--- config.mk ---
export PLATFORM = sky130hd
export DESIGN_NAME = gate3_selftest_ctrl
export DESIGN_NICKNAME = d
export VERILOG_FILES = /design/src/rtl/gate3_selftest_ctrl.sv
export SDC_FILE = /design/constraint.sdc
export NUM_CORES = 1
export LEC_CHECK = 0
export BUFFER_PORTS_ARGS = -buffer_cell sky130_fd_sc_hd__buf_4
export CAP_MARGIN = 20
export CORE_MARGIN = 1.5
export CORE_UTILIZATION = 57
export DETAILED_ROUTE_END_ITERATION = 16
export PLACE_DENSITY = 0.82
export SLEW_MARGIN = 20
export SYNTH_ARGS = -nofsm -noshare
export SYNTH_HDL_FRONTEND = slang
export SYNTH_SLANG_ARGS = --single-unit
--- constraint.sdc ---
create_clock -name clk -period 3 [get_ports clk]
set_clock_uncertainty 0.15 [all_clocks]
set_input_delay 0.6 -clock clk [delete_from_list [all_inputs] [get_ports clk]]
set_output_delay 0.6 -clock clk [all_outputs]
set_load 0.02 [all_outputs]
--- src/rtl/gate3_selftest_ctrl.sv ---
// Self-test sequencer for a 3-input gate: walks {a,b,c} through 0..7, samples the gate
// output at the end of each hold window and reports mismatches. Optional: GATE3_SELFTEST_STOP_ON_FAIL_EN.
module gate3_selftest_ctrl #(
    parameter int HOLD_CYCLES = 4
) (
    input  logic       clk,
    input  logic       rst,
    input  logic       start,
    input  logic [7:0] expected_tt,
    input  logic       dut_f,
    output logic       a,
    output logic       b,
    output logic       c,
    output logic       busy,
    output logic       done,
    output logic       pass,
    output logic [3:0] err_count,
    output logic [7:0] fail_vec
);

    localparam int CW = (HOLD_CYCLES > 1) ? $clog2(HOLD_CYCLES) : 1;
    localparam logic [CW-1:0] CNT_LAST = CW'(HOLD_CYCLES - 1);

    typedef enum logic [1:0] {IDLE, APPLY, DONE} state_t;

    state_t          state_reg;
    logic [2:0]      idx_reg;
    logic [CW-1:0]   cnt_reg;
    logic [7:0]      tt_reg;
    logic            mismatch;
    logic            end_run;

    // dut_f is combinational from the registered a/b/c, so it matches idx_reg this cycle
    assign mismatch = (dut_f != tt_reg[idx_reg]);

`ifdef GATE3_SELFTEST_STOP_ON_FAIL_EN
    assign end_run = mismatch || (idx_reg == 3'd7);
`else
    assign end_run = (idx_reg == 3'd7);
`endif

    always_ff @(posedge clk) begin
        if (rst) begin
            state_reg <= IDLE;
            idx_reg   <= 3'd0;
            cnt_reg   <= '0;
            tt_reg    <= 8'h00;
            {a, b, c} <= 3'b000;
            busy      <= 1'b0;
            done      <= 1'b0;
            pass      <= 1'b0;
            err_count <= 4'd0;
            fail_vec  <= 8'h00;
        end else begin
            done <= 1'b0;
            case (state_reg)
                IDLE: begin
                    {a, b, c} <= 3'b000;
                    busy      <= 1'b0;
                    if (start) begin
                        tt_reg    <= expected_tt;
                        err_count <= 4'd0;
                        fail_vec  <= 8'h00;
                        pass      <= 1'b0;
                        idx_reg   <= 3'd0;
                        cnt_reg   <= '0;
                        busy      <= 1'b1;
                        state_reg <= APPLY;
                    end
                end
                APPLY: begin
                    if (cnt_reg == CNT_LAST) begin
                        cnt_reg <= '0;
                        if (mismatch) begin
                            fail_vec[idx_reg] <= 1'b1;
                            err_count         <= err_count + 4'd1;
                        end
                        if (end_run) begin
                            state_reg <= DONE;
                            busy      <= 1'b0;
                            {a, b, c} <= 3'b000;
                        end else begin
                            idx_reg   <= idx_reg + 3'd1;
                            {a, b, c} <= idx_reg + 3'd1;
                        end
                    end else begin
                        cnt_reg <= cnt_reg + 1'b1;
                    end
                end
                DONE: begin
                    // err_count is final here; done and pass become visible together
                    done      <= 1'b1;
                    pass      <= (err_count == 4'd0);
                    {a, b, c} <= 3'b000;
                    state_reg <= IDLE;
                end
                default: state_reg <= IDLE;
            endcase
        end
    end

endmodule

Word-level counts from Yosys, hierarchy flattened
Cells that the tools add are included.

operators by class
  $add $sub $neg = 3
  $lt $le $gt $ge = 2
  equal/unequal tests = 10
  muxes and demuxes = 39
  bitwise operators = 1
  reduce and logical (&&, ||, !) cells = 15

operators with widths
  cell                 count
  $mux 8               3
  $pmux 8 s2           1
  $mux 1               13
  $mux 4               3
  $mux 2               5
  $ne 2x2->1 const B   5
  $pmux 1 s2           5
  $mux 3               3
  $or 8x8->8           1
  $pmux 2 s2           2
  $pmux 4 s2           1
  $reduce_and 2->1     4
  $reduce_and 4->1     2
  $pmux 3 s2           1
  $reduce_and 3->1     2
  $reduce_bool 2->1    3
  $add 4x1->4 const B  1
  $eq 2x2->1 const B   2
  $logic_not 4->1      1
  $lt 3x4->1 const B   1
  $add 3x1->3 const B  1
  $bmux 1 s3           1
  $demux 1 s3          1
  $eq 3x3->1 const B   1
  7 further kinds      7

storage, ports and cells
  register bits = 33
  bits of input ports = 12
  output and inout port bits = 18
  logic and storage cells = 82

Depth between registers and ports, before layout
Gate-level depths: netlist of the first run.

  word-level depth = 8
  mapped depth = 7

Least setup slack after synthesis of the first run
OpenSTA, ideal clock, no wires.

  kind = reg2reg
  start = register idx_reg[0]
  end = register fail_vec[1]
  arrival = 1.804 ns
  path slack = 0.962 ns
  cell stages (with the launch flop) = 8
  buffers on the path = 1
  path through = dfxtp_1 > buf_6 > mux2_4 > o22ai_2 > o21a_2 > o31ai_4 > or4_4 > o31ai_2

between the ends
  cells in the longest elaborated chain, start to end = 8
  elaborated cells on any way between the ends = 14
  classes of those cells = order compare (2); eq/ne (2); mux (7); bitwise (1); reduce/logical (2)

RTL lines
  element                                                         line  text
  start: declaration                                              27    logic [2:0] idx_reg;
  start signal: assignment                                        83    idx_reg <= idx_reg + 3'd1;
  $lt 3x4->1 (implied by the code) or $ge 3x1->1 (tied branches)  75    fail_vec[idx_reg] <= 1'b1;
  $logic_and 1x1->1 (implied by the code)                         75
  $mux 1 (implied by the code)                                    75
  $demux 1 s3                                                     75
  $or 8x8->8 (no source line)                                     n/a
  $mux 8                                                          74    if (mismatch) begin
  $mux 8                                                          72    if (cnt_reg == CNT_LAST) begin
  $pmux 8 s2                                                      56    case (state_reg)
  end signal: assignment                                          53    fail_vec <= 8'h00;
  end signal: assignment                                          63    fail_vec <= 8'h00;
  end signal: indexed assignment                                  75
  end: declaration                                                18    output logic [7:0] fail_vec

Parallel ways exist; a longest one is shown, timed or not. The select of a mux whose other input is x is not followed.
A chain may end at the register's enable or synchronous reset.

Worst setup path after layout of the first run
  start = register idx_reg[0]
  end = register fail_vec[5]

The elaborated chain is that of the path after synthesis.

==> qor.csv, run 1 <==
metric,value,unit
antenna violations before repair,0,
core box area,2455,um2
switching share of power,25.23,%
Required @ worst endpoint,3.10,ns
post-synthesis cell type count,37,
worst-margin pin slew,0.5094,ns
Vias per Instance,5.569,
drt first pass iters,4,
Chip Width,53.90,um
Seq pwr share,59.3,%
LEAKAGE,0.0007114,uW
"most common cell after layout, fill and taps aside",dfxtp_1,
Routed WL per cell,13.70,um
number of diodes,0,
post-CTS setup buffer count,0,
Worst path slowest cell,dfxtp_1,
Mapped Area,1476,um2
Detailed Route Iter0 Violations,20,
worst path arrival time,2.36,ns
post-cts gate resize count,0,
"top cells by area, synth","dfxtp_1 45%, nand2_1 7.9%, a21oi_1 5.1%",
Final ANT Viol Nets,0,
first-pass GRT wire length,4.981,mm
die span in y,53.90,um
most frequent cells in the layout,"33 x dfxtp_1, 31 x nand2_1, 30 x buf_4",
DRC violations left,0,
hpwl dp,2.269,mm
global route total overflow,0,
Max Cap Violations,0,
vias in the first global route,1126,
Final Max Tran Viols,0,
Max stage delay on crit path,0.52,ns
Overall Global Routing Usage,24.25,%
CTS tree,built,
via total after detailed routing,1253,
root buffer cell,clkbuf_4,
Mapped Cells,166,
Net Sw Power,195.8,uW
clk buf depth,2,
clock-pin transition on the worst setup and hold timing paths,0.09,ns
Peak VDD IR,0.4318,mV
Die ar.,2905,um2
combinational share of power,11.2,%
run status,completed,
min-delay worst type,reg -> reg,
register area share after synthesis,44.75,%
Nets,211,
Critical Path End Type,register,
Int Pwr,580.3,uW
max frequency,442.3,MHz
initial core utilization,60.14,%
final worst setup slack,0.7390,ns
Syn Area/Cell,8.894,um2
pre-CTS WS,0.7836,ns
Final Hold Viols,0,
Area Overhead vs Synth,18.05,%
Mapped Nets,183,
"flops & latches, synth",33,
count of final setup violators,0,
Synth top area share,44.75,%
TritonCTS buffer count,5,
Rel. slew slack,65.97,%
row cnt,18,
Worst setup SP type,register,
RSZ-0062 raised after global routing,false,
leading area contributor after synthesis,dfxtp_1,
gp weighted congestion,0.7853,
Sink Count,33,
crit path buf inv count,0,
fin crit share,75.37,%
io pins,30,
clk_lat worst skew,0.32,ns
Clk pwr share,29.5,%
cts hold-fix bufs,0,
DRT Wirelength,3.082,mm
dominant synthesized flop cell,dfxtp_1,
minimum clock period,2.261,ns
critical path class,reg -> reg,
largest net degree at the start of global routing,28,
total negative setup slack,0,ns
fill count,203,
share of cells above drive strength 1,24.62,%
crit-path max FO,7,
Post-synth EDFFs,0,
PwrDens,445.3,nW/um2
H-tree depth,2,
Port-buffer cells,29,
YS warnings,0,
Crit path max-delay family,simple AND/OR/NAND/NOR gates,
Post-synth ARST share,0,%
crit path cell chain,mux2i_1 -> a22o_1 -> nor3_2 -> o31ai_4 -> or4_4 -> o31ai_2,
[cells by family (layout without fill, tap and decap cells)]
group | Yosys count | after routing | synth area share, %
AND/OR/NAND/NOR | 71 | 71 | 22.97
AO/OA/AOI/OAI | 39 | 39 | 20.17
flip-flops | 33 | 33 | 44.75
adder cells (fa/ha/maj) | 5 | 5 | 4.237
multiplexers | 5 | 5 | 3.813
buffers and inverters | 13 | 42 | 4.067
[through the flow]
step                hold slack, ns  total power (uW)  utilization (%)  area, um2  cells
global route                0.3376             805.3            71.00       1743    225
detailed placement          0.3023             557.1            69.01       1694    217
floorplan                   0.2829             526.3                -       1476    166
finish                      0.3112             776.1            71.00       1743    225
CTS                         0.3156             782.6            71.00       1743    225
global placement            0.2870             553.6            69.01       1694    217
[synthesized netlist by cell type, types with 3 or more instances]
cell type,number
clkbuf_1,5
nor2_1,14
nor2b_1,3
nand2b_1,7
nand2_1,31
a21oi_1,15
nand3_1,3
a31oi_1,3
dfxtp_1,33
mux2i_1,3
buf_2,3
nor3_1,4
ha_1,5
inv_1,4
a22o_1,5
[path summary, 6_finish.rpt]
path | start | endpoint | slack [ns] | cells after the start
max reg2reg | idx_reg[0]$_SDFFE_PP0P_ | fail_vec[5]$_SDFFE_PP0P_ | 0.74 | 6
min reg2reg | tt_reg[2]$_SDFFE_PP0P_ | tt_reg[2]$_SDFFE_PP0P_ | 0.31 | 2
min | tt_reg[2]$_SDFFE_PP0P_ | tt_reg[2]$_SDFFE_PP0P_ | 0.31 | 2
max | idx_reg[0]$_SDFFE_PP0P_ | fail_vec[5]$_SDFFE_PP0P_ | 0.74 | 6
[power by group through the flow]
stage | combinational, uW | sequential (uW) | clock, uW
after floorplan | 55.1 | 471 | 0
after global placement | 83.7 | 470 | 0
after detailed placement | 87.0 | 470 | 0
after CTS | 87.2 | 460 | 236
after global routing | 96.4 | 462 | 247
final | 86.9 | 460 | 229
[final cells by class]
cell class	count	area, um2	area share (%)
timing repair buffer	30	225.2	12.92
tap	30	37.54	2.154
inverter	4	15.01	0.8615
sequential	33	660.6	37.90
multi-input combinational	120	755.7	43.36
clock buffer	8	48.80	2.800
[worst min-delay path, cell delays in order, from the launching register on]
cell and delay, ns:
dfxtp_1 0.32, nand2_1 0.05, a21oi_1 0.05
[routing by layer]
layer	part of all wire [%]	wire [um]	track usage, %
met1	46	1414	30.16
met2	48	1491	38.82
met3	5.1	157	6.111
met4	0.62	19	11.97
met5	0	0	0
Note: power is estimated with default switching activity, not from simulation.
==> run 2: changes to the inputs <==
--- a/config.mk
+++ b/config.mk
@@ -8,9 +8,9 @@
 export BUFFER_PORTS_ARGS = -buffer_cell sky130_fd_sc_hd__buf_4
 export CAP_MARGIN = 20
 export CORE_MARGIN = 1.5
-export CORE_UTILIZATION = 57
+export CORE_UTILIZATION = 53
 export DETAILED_ROUTE_END_ITERATION = 16
-export PLACE_DENSITY = 0.82
+export PLACE_DENSITY = 0.77
 export SLEW_MARGIN = 20
 export SYNTH_ARGS = -nofsm -noshare
 export SYNTH_HDL_FRONTEND = slang
==> constraint.sdc (replaced) <==
create_clock -name clk -period 2.3 [get_ports clk]
set_clock_uncertainty 0.15 [all_clocks]
set_input_delay 0.46 -clock clk [delete_from_list [all_inputs] [get_ports clk]]
set_output_delay 0.46 -clock clk [all_outputs]
set_load 0.02 [all_outputs]
==> run 2 against run 1 <==
Die area is 7.1% higher. Global-route usage down 2.8 points. Via count rose by 0.16%. Clock power rose by 62%. Clock-buffer cell count down 1. Sequential power grew 30%. Utilization is 1.9 points lower. Combinational power is 29% higher. Register-to-register slack got worse by 0.59 ns. Fmax increased by 5.3%. Cell count rose by 0.44%. Largest cell class unchanged. Largest power group unchanged.
==> qor.csv, run 2 (same netlist as run 1, synthesis figures left out) <==
metric,value,unit,change
io pins,30,,unchanged
Routed WL per cell,13.47,um,-1.7%
Critical Path End Type,register,,
gp weighted congestion,0.8697,,+11%
WP depth,6,,unchanged
Area Overhead vs Synth,20.08,%,
Crit path max-delay family,simple AND/OR/NAND/NOR gates,,
Nets,212,,+0.47%
antenna violations before repair,0,,unchanged
hpwl dp,2.251,mm,-0.81%
FF-to-FF Start,idx_reg[2]$_SDFFE_PP0P_,,
die span in y,55.78,um,+3.5%
critical path class,reg -> reg,,
Sink Count,33,,unchanged
initial core utilization,57.50,%,-2.6 points
Rel. slew slack,65.87,%,-0.099 points
final instance area,1773,um2,+1.7%
cts hold-fix bufs,0,,unchanged
TritonCTS buffer count,5,,unchanged
Final Hold Viols,0,,unchanged
post-cts gate resize count,0,,unchanged
Max Cap Violations,0,,unchanged
fin crit share,93.36,%,+18 points
core box area,2567,um2,+4.6%
minimum clock period,2.147,ns,-0.1138 ns
DRC violations left,0,,unchanged
Vias per Instance,5.553,,-0.28%
worst path arrival time,2.26,ns,-0.10 ns
R2R Path End,fail_vec[1]$_SDFFE_PP0P_,,
Required @ worst endpoint,2.41,ns,-0.69 ns
CTS tree,built,,
Worst setup SP type,register,,
global route total overflow,0,,unchanged
Die ar.,3111,um2,+7.1%
number of diodes,0,,unchanged
worst-margin pin slew,0.5109,ns,+0.001488 ns
count of final setup violators,0,,unchanged
root buffer cell,clkbuf_4,,
max frequency,465.7,MHz,+5.3%
Port-buffer cells,29,,unchanged
min-delay worst type,in -> reg,,
Detailed Route Iter0 Violations,14,,-30%
run status,completed,,
Overall Global Routing Usage,21.48,%,-2.8 points
post-CTS setup buffer count,0,,unchanged
largest net degree at the start of global routing,28,,unchanged
Final ANT Viol Nets,0,,unchanged
Finished Core Util,69.05,%,-1.9 points
H-tree depth,2,,unchanged
Final Max Tran Viols,0,,unchanged
first-pass GRT wire length,5.188,mm,+4.2%
LEAKAGE,0.0007321,uW,+2.9%
crit path buf inv count,0,,unchanged
crit path cell chain,nor2_1 -> a22o_1 -> nor3_2 -> o31ai_4 -> or4_4 -> o31ai_2,,
total negative setup slack,0,ns,unchanged
clk_lat worst skew,0.34,ns,+0.02 ns
Chip Width,55.78,um,+3.5%
"most common cell after layout, fill and taps aside",dfxtp_1,,
Worst Setup SP,idx_reg[2]$_SDFFE_PP0P_,,
Worst path slowest cell,dfxtp_1,,
RSZ-0062 raised after global routing,false,,
Max stage delay on crit path,0.51,ns,about the same
drt first pass iters,4,,unchanged
placed cell area,1702,um2,+0.44%
Peak VDD IR,0.5241,mV,+21%
row cnt,18,,unchanged
clk buf depth,2,,unchanged
clock-pin transition on the worst setup and hold timing paths,0.10,ns,about the same
FF-to-FF setup slack,0.15,ns,-0.59 ns
crit-path max FO,9,,+2
most frequent cells in the layout,"32 x dfxtp_1, 31 x nand2_1, 31 x buf_4",,
crit path to,fail_vec[1]$_SDFFE_PP0P_,,
vias in the first global route,1181,,+4.9%
via total after detailed routing,1255,,+0.16%
share of cells above drive strength 1,27.04,%,+2.4 points
Register-to-Register Path Depth,6,,unchanged
PwrDens,610.5,nW/um2,+37%
DRT Wirelength,3.044,mm,-1.2%
-- run 2: area by class of cell --
cell class                      count  area (um2)
Fill cell                         222       794.5
Multi-Input combinational cell    120       755.7
Sequential cell                    33       661.9
Timing Repair Buffer               31       232.7
Clock buffer                        7       65.06
Tap cell                           30       37.54
Inverter                            4       15.01
Clock inverter                      1       5.005
-- run 2: where the power goes --
part           switching, uW  leakage (uW)  internal [uW]
clock network            194     0.0000413            177
logic                   63.9      0.000422           48.1
registers               12.6      0.000269            587
-- run 2: how the worst min path moves through the flow --
stage / start / end / cells after the start
after detailed placement: fail_vec[7]$_SDFFE_PP0P_ / fail_vec[7]$_SDFFE_PP0P_ / 2
after floorplan: tt_reg[3]$_SDFFE_PP0P_ / tt_reg[3]$_SDFFE_PP0P_ / 2
after global placement: fail_vec[3]$_SDFFE_PP0P_ / fail_vec[3]$_SDFFE_PP0P_ / 2
after global routing: expected_tt[4] / tt_reg[4]$_SDFFE_PP0P_ / 3
after CTS: expected_tt[7] / tt_reg[7]$_SDFFE_PP0P_ / 3
final: expected_tt[2] / tt_reg[2]$_SDFFE_PP0P_ / 3
-- run 2: worst reg2reg max path: cells and delay by family (launching register included) --
| family | cells | cell delay, ns |
|---|---|---|
| AND/OR/NAND/NOR | 3 | 0.87 |
| flip-flops | 1 | 0.51 |
| AO/OA/AOI/OAI | 3 | 0.55 |
-- run 2: metrics by stage --
| step | hold slack (ns) | worst slack [ns] | instances | total power [uW] |
|---|---|---|---|---|
| 4_1_cts | 0.1953 | 0.04399 | 226 | 1091 |
| 6_report | 0.2014 | 0.1527 | 226 | 1082 |
| 3_5_place_dp | 0.2896 | 0.06668 | 218 | 724.8 |
| 2_1_floorplan | 0.2829 | 0.2622 | 166 | 686.5 |
| 5_1_grt | 0.2144 | 0.03328 | 226 | 1126 |
| 3_3_place_gp | 0.2884 | 0.1683 | 218 | 721.5 |
-- run 2: layer usage --
layer	vias up	track usage (%)	part of all wire (%)	routed length (um)
met5	-	0	0	0
met4	0	12.54	2.6	80
met3	8	4.884	3.9	118
met2	22	35.03	49	1483
met1	586	25.77	45	1361
li1	639	-	-	-
